--- src/rtl/dmem_port_arbiter.sv ---
// Two-port arbiter in front of a single-port synchronous dmem, with read-tag return pipeline.
// Build option DMEM_ARB_RR_EN: round-robin priority instead of fixed priority with starvation guard.
module dmem_port_arbiter #(
    parameter int unsigned ADDR_W       = 12,
    parameter int unsigned DATA_W       = 32,
    parameter int unsigned READ_LATENCY = 1,
    parameter int unsigned MAX_WAIT     = 4
) (
    input  logic              clock,
    input  logic              reset,

    input  logic              req0,
    input  logic              we0,
    input  logic [ADDR_W-1:0] addr0,
    input  logic [DATA_W-1:0] wdata0,
    output logic              gnt0,
    output logic              rvalid0,
    output logic [DATA_W-1:0] rdata0,

    input  logic              req1,
    input  logic              we1,
    input  logic [ADDR_W-1:0] addr1,
    input  logic [DATA_W-1:0] wdata1,
    output logic              gnt1,
    output logic              rvalid1,
    output logic [DATA_W-1:0] rdata1,

    output logic [ADDR_W-1:0] mem_address,
    output logic [DATA_W-1:0] mem_data,
    output logic              mem_wren,
    input  logic [DATA_W-1:0] mem_q
);

    localparam int unsigned CNT_W  = 4;
    localparam int unsigned LAST_S = READ_LATENCY - 1;

    logic                    sel1;
    logic [READ_LATENCY-1:0] tag_vld;
    logic [READ_LATENCY-1:0] tag_port;

`ifdef DMEM_ARB_RR_EN
    logic last_grant;

    // On contention the port that did not win last time is served.
    always_comb begin
        sel1 = req1;
        if (req0 && req1) begin
            sel1 = (last_grant == 1'b0);
        end
    end

    always_ff @(posedge clock or posedge reset) begin
        if (reset) begin
            last_grant <= 1'b1;
        end else if (gnt0) begin
            last_grant <= 1'b0;
        end else if (gnt1) begin
            last_grant <= 1'b1;
        end
    end
`else
    logic [CNT_W-1:0] wait_cnt;
    logic             force1;

    // Port 0 wins unless port 1 has waited MAX_WAIT consecutive cycles.
    always_comb begin
        force1 = req1 && (wait_cnt == CNT_W'(MAX_WAIT));
        sel1   = req1 && (!req0 || force1);
    end

    always_ff @(posedge clock or posedge reset) begin
        if (reset) begin
            wait_cnt <= '0;
        end else if (!req1 || gnt1) begin
            wait_cnt <= '0;
        end else if (wait_cnt != CNT_W'(MAX_WAIT)) begin
            wait_cnt <= wait_cnt + CNT_W'(1);
        end
    end
`endif

    // Grants and the dmem drive are combinational so the access lands in the grant cycle.
    always_comb begin
        gnt0        = !reset && req0 && !sel1;
        gnt1        = !reset && sel1;
        mem_address = addr0;
        mem_data    = wdata0;
        mem_wren    = gnt0 && we0;
        if (gnt1) begin
            mem_address = addr1;
            mem_data    = wdata1;
            mem_wren    = we1;
        end
    end

    // Read tags travel alongside the dmem read latency; stage 0 is the grant edge.
    always_ff @(posedge clock or posedge reset) begin
        if (reset) begin
            tag_vld  <= '0;
            tag_port <= '0;
        end else begin
            tag_vld[0]  <= (gnt0 && !we0) || (gnt1 && !we1);
            tag_port[0] <= gnt1;
            for (int i = 1; i < int'(READ_LATENCY); i++) begin
                tag_vld[i]  <= tag_vld[i-1];
                tag_port[i] <= tag_port[i-1];
            end
        end
    end

    assign rvalid0 = tag_vld[LAST_S] && !tag_port[LAST_S];
    assign rvalid1 = tag_vld[LAST_S] && tag_port[LAST_S];
    assign rdata0  = mem_q;
    assign rdata1  = mem_q;

endmodule

--- config.mk ---
export PLATFORM = sky130hd
export DESIGN_NAME = dmem_port_arbiter
export DESIGN_NICKNAME = d
export VERILOG_FILES = /design/src/rtl/dmem_port_arbiter.sv
export SDC_FILE = /design/constraint.sdc
export NUM_CORES = 1
export LEC_CHECK = 0
export ABC_CLOCK_PERIOD_IN_PS = 1840
export BUFFER_PORTS_ARGS = -buffer_cell sky130_fd_sc_hd__buf_2
export CELL_PAD_IN_SITES_DETAIL_PLACEMENT = 0
export CELL_PAD_IN_SITES_GLOBAL_PLACEMENT = 1
export CORE_MARGIN = 2
export CORE_UTILIZATION = 15
export DETAILED_ROUTE_END_ITERATION = 10
export PLACE_DENSITY = 0.76
export SLEW_MARGIN = 20
export SYNTH_ARGS = -nofsm -noshare
export SYNTH_HDL_FRONTEND = slang
export SYNTH_SLANG_ARGS = --single-unit
--- constraint.sdc ---
create_clock -name clock -period 1.84 [get_ports clock]
set_clock_uncertainty 0.2 [all_clocks]
set_input_delay 0.092 -clock clock [delete_from_list [all_inputs] [get_ports clock]]
set_output_delay 0.092 -clock clock [all_outputs]
set_load 0.02 [all_outputs]
# ---- After elaboration in Yosys (flattened, before gate mapping)
# Cells that the tools add are included.
dict set report totals {
  register_bits 6
  latchBits 0
  ram_bits 0
  romBits 0
  input_bits 126
  output_inout_bits 113
  word_cells 32
  mem_count 0
}
dict set report op_classes {
  add_sub_neg 1
  n_mul 0
  div_mod_pow 0
  order_cmp 0
  n_eq_ne 2
  shift 0
  n_mux 5
  bitwise_logic 0
  reduce_logical 21
}
# cell n
set op_table {}
lappend op_table {{2-to-1 mux 32 bit} 1}
lappend op_table {{2-to-1 mux 12 bit} 1}
lappend op_table {{logical AND 1 bit} 10}
lappend op_table {{2-to-1 mux 4 bit} 2}
lappend op_table {{zero test 1 bit} 7}
lappend op_table {{adder 4 x 1 -> 4 bit, second input constant} 1}
lappend op_table {{== test 4 x 3 -> 1 bit, second input constant} 1}
lappend op_table {{inequality test 4 x 3 -> 1 bit, second input constant} 1}
lappend op_table {{logical OR 1 bit} 3}
lappend op_table {{nonzero test 2 bit} 1}
lappend op_table {{2-to-1 mux 1 bit} 1}

# ---- Longest topological paths before layout
# Gate-level depths: netlist of the first run.
dict set report depth {
  word_depth 8
  depth_mapped 6
  depth_no_buf 5
}

# ---- Least setup slack after synthesis of the first run
# OpenSTA, ideal clock, no wires.
dict set report synth_timing {
  path_kind {register -> output}
  start {reg wait_cnt[0]}
  end {out mem_data[15]}
  t_arrival_ns 1.680
  t_required_ns 1.548
  setup_slack_ns -0.132
  path_stages_with_launch 7
  n_path_buf 1
  path_cell_list {dfrtp_1 -> inv_1 -> ha_1 -> nand3b_4 -> a21oi_4 -> buf_6 -> mux2_2}
}
dict set report synth_between {
  elab_chain_len 6
}
# element line_no
set synth_rtl {}
lappend synth_rtl {{from (decl)} 62} ;# logic [CNT_W-1:0] wait_cnt;
lappend synth_rtl {{from (signal assigned)} 77} ;# wait_cnt <= wait_cnt + CNT_W'(1);
lappend synth_rtl {{== test 4 x 3 -> 1 bit} 67} ;# force1 = req1 && (wait_cnt == CNT_W'(MAX_WAIT));
lappend synth_rtl {{logical AND 1 bit} 67}
lappend synth_rtl {{logical OR 1 bit} 68} ;# sel1 = req1 && (!req0 || force1);
lappend synth_rtl {{logical AND 1 bit} 68}
lappend synth_rtl {{logical AND 1 bit} 85} ;# gnt1 = !reset && sel1;
lappend synth_rtl {{named net gnt1} 24} ;# output logic gnt1,
lappend synth_rtl {{2-to-1 mux 32 bit} 89} ;# if (gnt1) begin
lappend synth_rtl {{to (decl)} 29} ;# output logic [DATA_W-1:0] mem_data,
# The timed path passes the listed nets, and every way through them passes these cells.

# ---- Worst setup path after layout of the first run
dict set report layout_timing {
  start {reg wait_cnt[1]}
  end {out mem_data[25]}
}
dict set report layout_between {
  elab_chain_len 6
}
# element line_no
set layout_rtl {}
lappend layout_rtl {{== test 4 x 3 -> 1 bit} 67}
lappend layout_rtl {{logical AND 1 bit} 67}
lappend layout_rtl {{logical OR 1 bit} 68}
lappend layout_rtl {{logical AND 1 bit} 68}
lappend layout_rtl {{logical AND 1 bit} 85}
lappend layout_rtl {{2-to-1 mux 32 bit} 89}
# Every way passes these cells.

==> metrics.txt, run 1 <==
WL/cell=roughly 13 µm; biggest area consumer among synthesized cells=buf_4; P&R area growth vs syn=86.5%; H-tree levels=1; violated checks=negative setup slack; crit end category=output pin; Pleak=roughly 1.4 nW; asr flop ratio synth=100%; root buffer cell=clkbuf_8; post-synth cell types=26; die area=10200 µm²; # IOs=239; HP Class=in -> reg; CTS Buf Count=3; most frequent cell after synthesis=buf_4; pwr dens=between 400 and 500 nW/µm²; share of cells above drive strength 1=between 70% and 80%; Core ar.=9150 µm²; via/cell ratio=just under 4; total track usage=under 10%; Skew-Pair Late Insertion Delay=approximately 0.22 ns; YS warnings=0; Cell Count, Final, Fillers Out=between 300 and 400; # setup viols final=46; Max Cap Viol=0; FMAX=roughly 0.46 GHz; n_diodes=0; Slew @ Worst Pin=~0.45 ns; reg2reg setup slack=approximately 0.080 ns; Synth area leaders=buf_4 34%, mux2_2 34%, dfrtp_1 11%; Via Count=roughly 1500; fin util=28.7%; Initial Util=15.4%; num rows=35; CTS Buffer Depth=2; CTS sink count=6; top post-synthesis cells by count=64 x buf_4, 42 x mux2_2, 6 x dfrtp_1; Clk pin slew, worst setup/hold paths=~0.040 ns; Post-synth EDFFs=0; CTS tree=built; Die Height=101 µm; minimum clock period=approximately 2.2 ns; Max stage delay on crit path=0.38 ns; Mapped Cells=roughly 150; top-area cell type share of the netlist area=roughly a third; RSZ-0062 raised after global routing=true; number of global-route vias before repair=roughly 1400; largest net degree at the start of global routing=40; Tcrit/Tclk final=119%; Setup WS post-layout=-0.344 ns; chain of cells forming the critical path=inv_2 -> ha_4 -> nand3b_4 -> a21oi_4 -> buf_12 -> buf_16 -> mux2_2 -> buf_2; Port Buffers=around 140; gp weighted congestion=~0.82; Worst slew margin=a little over two thirds; DIE WIDTH=approximately 100 µm; grt total ovfl=0; CP Max Fanout=20; placed cells=about 350; Hold WS=~0.020 ns; CP Data Required Time=approximately 1.6 ns; Slew Limit Fails=0; DRT Pass-1 Iters=3; Mean Syn Cell Area=a little over 9 µm²; DRC Markers=0; Detail Route Antenna Nets=0; critical path class=reg -> out; Seq cells post-synth=6; Worst Path Arrival=1.89 ns; synthesized cell area=1410 µm²; crit path max-delay cell type=dfrtp_1; Final Power=0.00110 W; status=finished with violations; VDD IR max=190 µV; WL final=just over 5 mm; global-route wire length before repair=6.18 mm; initial DRC count=20; initial antenna violation count=1; final hold vios=0; Seq/Total Area, Yosys=10.7%; Fill cells=roughly 930; nets@finish=approximately 410; Post-Synthesis Net Count=between 200 and 300; Most used DFF post-synth=dfrtp_1; Setup crit start kind=register; DP HPWL=between 3 and 4 mm
## critical path, delay by kind of cell (launching register included)
family	cells	cell delay, ns
compound gates	1	0.16
fa+ha+maj	1	0.14
buf+inv	4	0.54
flops	1	0.38
mux	1	0.35
simple gates	1	0.08
## worst paths after layout
check / start / depth (start not counted) / endpoint
hold reg to reg: wait_cnt[0] / 3 / wait_cnt[0]
max in group asynchronous: reset / 4 / tag_port
setup / recovery: wait_cnt[1] / 8 / mem_data[25]
min in group asynchronous: reset / 4 / wait_cnt[1]
hold / removal: we1 / 4 / tag_vld
setup reg to reg: wait_cnt[1] / 9 / wait_cnt[2]
## sequential cells by signal (all words and copies together), names as in the netlist
signal	count
tag_vld	1
tag_port	1
wait_cnt	4
## metal layers
metal  GRT usage, %  share of wire, %  vias up
li1               -                 -      706
met1           7.98                36      660
met2           15.4                54      144
met3           1.46               9.3        6
met4           2.21               1.3        0
met5              0                 0        -
## cells by family (layout without fill, tap and decap cells)
kind of cell | after synthesis | after routing | synth area share, %
buf+inv | 74 | 200 | 39.0
mux | 45 | 45 | 35.9
simple gates | 17 | 17 | 7.64
compound gates | 8 | 8 | 4.36
flops | 6 | 6 | 10.7
fa+ha+maj | 2 | 2 | 1.78
xor+xnor | 1 | 1 | 0.622
## layout by cell type, fill, tap and decap left out, drive strengths merged
cell / count
nand3b: 2
xnor2: 1
ha: 2
nor2: 3
nor2b: 1
buf: 156
mux2: 44
dlygate4sd3: 35
a211oi: 1
mux2i: 1
o21ai: 1
or3: 1
o32ai: 2
nand2: 1
nand2b: 1
clkbuf: 4
a21oi: 4
nand3: 4
and3b: 1
inv: 5
nor3: 1
and2: 2
dfrtp: 6
## power by group
group | internal (W) | switching, W | total [W]
clock | 0.000141 | 0.0000581 | 0.000199
combinational | 0.000377 | 0.000376 | 0.000753
sequential | 0.000140 | 0.00000511 | 0.000145
total | 0.000658 | 0.000439 | 0.00110
## stage by stage
step	worst slack [ns]	setup TNS (ns)	area (µm²)
floorplan	-0.00745	-0.288	1570
global placement	-0.0796	-1.85	1970
detailed placement	-0.124	-3.27	1970
CTS	-0.364	-14.38	2450
global route	-0.403	-16.24	2630
finish	-0.344	-13.50	2630
## what timing repair did
item                                   CTS  global route
setup endpoints to repair               46            47
gates cloned                             0             1
hold buffers                            35             0
endpoints found under the hold margin   71             0
buffers inserted                         4             2
gates resized for setup                 18            43
pin swaps                                1             1
## cell type report
class	instances	area, µm²	area share [%]
Timing Repair Buffer	192	1390	52.9
Tap cell	111	139	5.29
Multi-Input combinational cell	73	888	33.8
Inverter	5	18.8	0.715
Clock buffer	3	41.3	1.57
Sequential cell	6	150	5.72
Power figures use the tool's default switching activity.
==> run 2, diff against run 1 <==
--- a/config.mk
+++ b/config.mk
@@ -7,12 +7,14 @@
 export LEC_CHECK = 0
 export ABC_CLOCK_PERIOD_IN_PS = 1840
 export BUFFER_PORTS_ARGS = -buffer_cell sky130_fd_sc_hd__buf_2
+export CAP_MARGIN = 20
 export CELL_PAD_IN_SITES_DETAIL_PLACEMENT = 0
 export CELL_PAD_IN_SITES_GLOBAL_PLACEMENT = 1
 export CORE_MARGIN = 2
 export CORE_UTILIZATION = 15
 export DETAILED_ROUTE_END_ITERATION = 10
 export PLACE_DENSITY = 0.76
+export SKIP_CTS_REPAIR_TIMING = 1
 export SLEW_MARGIN = 20
 export SYNTH_ARGS = -nofsm -noshare
 export SYNTH_HDL_FRONTEND = slang
==> metrics.txt, run 2 (same netlist as run 1, synthesis figures left out) <==
status=finished with violations; violated checks=negative setup slack; Clk pin slew, worst setup/hold paths=0.04 ns; grt total ovfl=0; register bank with the most flops=wait_cnt; FMAX=approximately 0.46 GHz; CTS tree=built; CP Data Required Time=1.55 ns; Detail Route Antenna Nets=0; n_diodes=0; minimum clock period=2.17 ns; total track usage=7.19%; Max Cap Viol=0; VDD IR max=between 150 and 200 µV; WL final=5.34 mm; Via Count=1516; family with the most delay on the worst path=buffers and inverters; most common cell after layout, fill and taps aside=buf_2; CTS Buffer Depth=2; Tcrit/Tclk final=118%; num rows=35; crit end category=output pin; HP Class=in -> reg; placed instance area=roughly 2000 µm²; Slew @ Worst Pin=between 0.4 and 0.5 ns; chain of cells forming the critical path=inv_2 -> ha_4 -> nand3b_4 -> a21oi_4 -> buf_12 -> clkbuf_16 -> mux2_4 -> buf_2; Initial Util=between 10% and 20%; Port Buffers=about 140; CP endpoint=mem_data[11]; DRT Pass-1 Iters=4; crit path max-delay cell type=dfrtp_1; CTS sink count=6; pwr dens=around 420 nW/µm²; CP Max Fanout=19; Pleak=approximately 1.4 nW; Reg-to-Reg Start=wait_cnt[1]; die area=just over 10000 µm²; number of global-route vias before repair=around 1200; worst path bufs/invs=4; Max stage delay on crit path=approximately 0.38 ns; Core ar.=just over 9000 µm²; setup total negative slack=-12.95 ns; WP depth=8; Worst slew margin=~69%; # IOs=239; CTS Buf Count=3; Skew-Pair Late Insertion Delay=0.22 ns; DRC Markers=0; Setup crit start kind=register; Final Power=between 0.001 and 0.0015 W; final hold vios=0; Largest regs=wait_cnt x4, tag_port x1, tag_vld x1; initial antenna violation count=1; nets@finish=409; largest net degree at the start of global routing=40; fin util=28.6%; via/cell ratio=~3.9; RSZ-0062 raised after global routing=true; # setup viols final=45; DP HPWL=approximately 3.8 mm; P&R area growth vs syn=86.2%; reg2reg setup slack=approximately 0.20 ns; DIE WIDTH=101 µm; H-tree levels=1; Slew Limit Fails=0; max FFs per register=4; global-route wire length before repair=5.64 mm; initial DRC count=20; share of cells above drive strength 1=76.0%; Worst Path Arrival=between 1.5 and 2 ns; WL/cell=about 14 µm; commonest non-fill, non-tap cells in the layout=118 x buf_2, 39 x mux2_4, 35 x dlygate4sd3_1; Post-Layout Inst Area=about 2600 µm²; Setup WS post-layout=-0.331 ns; Die Height=about 100 µm; Critical Path Start=wait_cnt[1]; r2r worst-path depth=6; root buffer cell=clkbuf_8; Worst R2R End=wait_cnt[0]; critical path class=reg -> out; gp weighted congestion=0.825
## run 2: changes by cell type in the layout (fill, tap and decap cells not counted), sizes merged
cell    previous run  this run
clkbuf             4         5
buf              156       155
## run 2: area by class of cell
type	count	area [µm²]
well taps	111	139
multi-input cells	73	888
inverters	5	18.8
repair buffers	192	1380
flip-flops and latches	6	150
fillers	932	6530
clock buffers	3	41.3
## run 2: per-stage QoR
stage	setup slack (ns)	std cells	hold slack, ns
floorplan	-0.00745	153	-0.148
global placement	-0.0796	346	-0.0158
detailed placement	-0.124	346	-0.0158
CTS	-0.370	349	-0.217
global route	-0.385	390	0.0116
finish	-0.331	390	0.0209
## run 2: worst min-delay path by stage
stage              start     endpoint  slack, ns  cells past startpoint
2_1_floorplan      reset     tag_port      -0.15                      2
3_3_place_gp   mem_q[10]   rdata0[10]      -0.02                      0
3_5_place_dp   mem_q[10]   rdata0[10]      -0.02                      0
4_1_cts            reset  wait_cnt[1]      -0.22                      3
5_1_grt              we1      tag_vld       0.01                      4
6_report             we1      tag_vld       0.02                      4
## run 2: metal layers
metal  GRT usage, %  share of wire (%)  vias up
met5              0                  0        -
met4           4.95               0.90        0
met3           2.29                9.4        4
met2           12.7                 54      145
met1           7.10                 36      658
li1               -                  -      709
## run 2: worst min-delay path, cell delays in order
cell	delay, ns
buf_2	0.08
inv_1	0.05
nand3_1	0.08
o32ai_1	0.08
## run 2: where the power goes
group	internal (W)	leakage (nW)	switching [W]
registers	0.000140	0.0807	0.00000520
logic	0.000375	1.26	0.000377
clock network	0.000141	0.0216	0.0000582
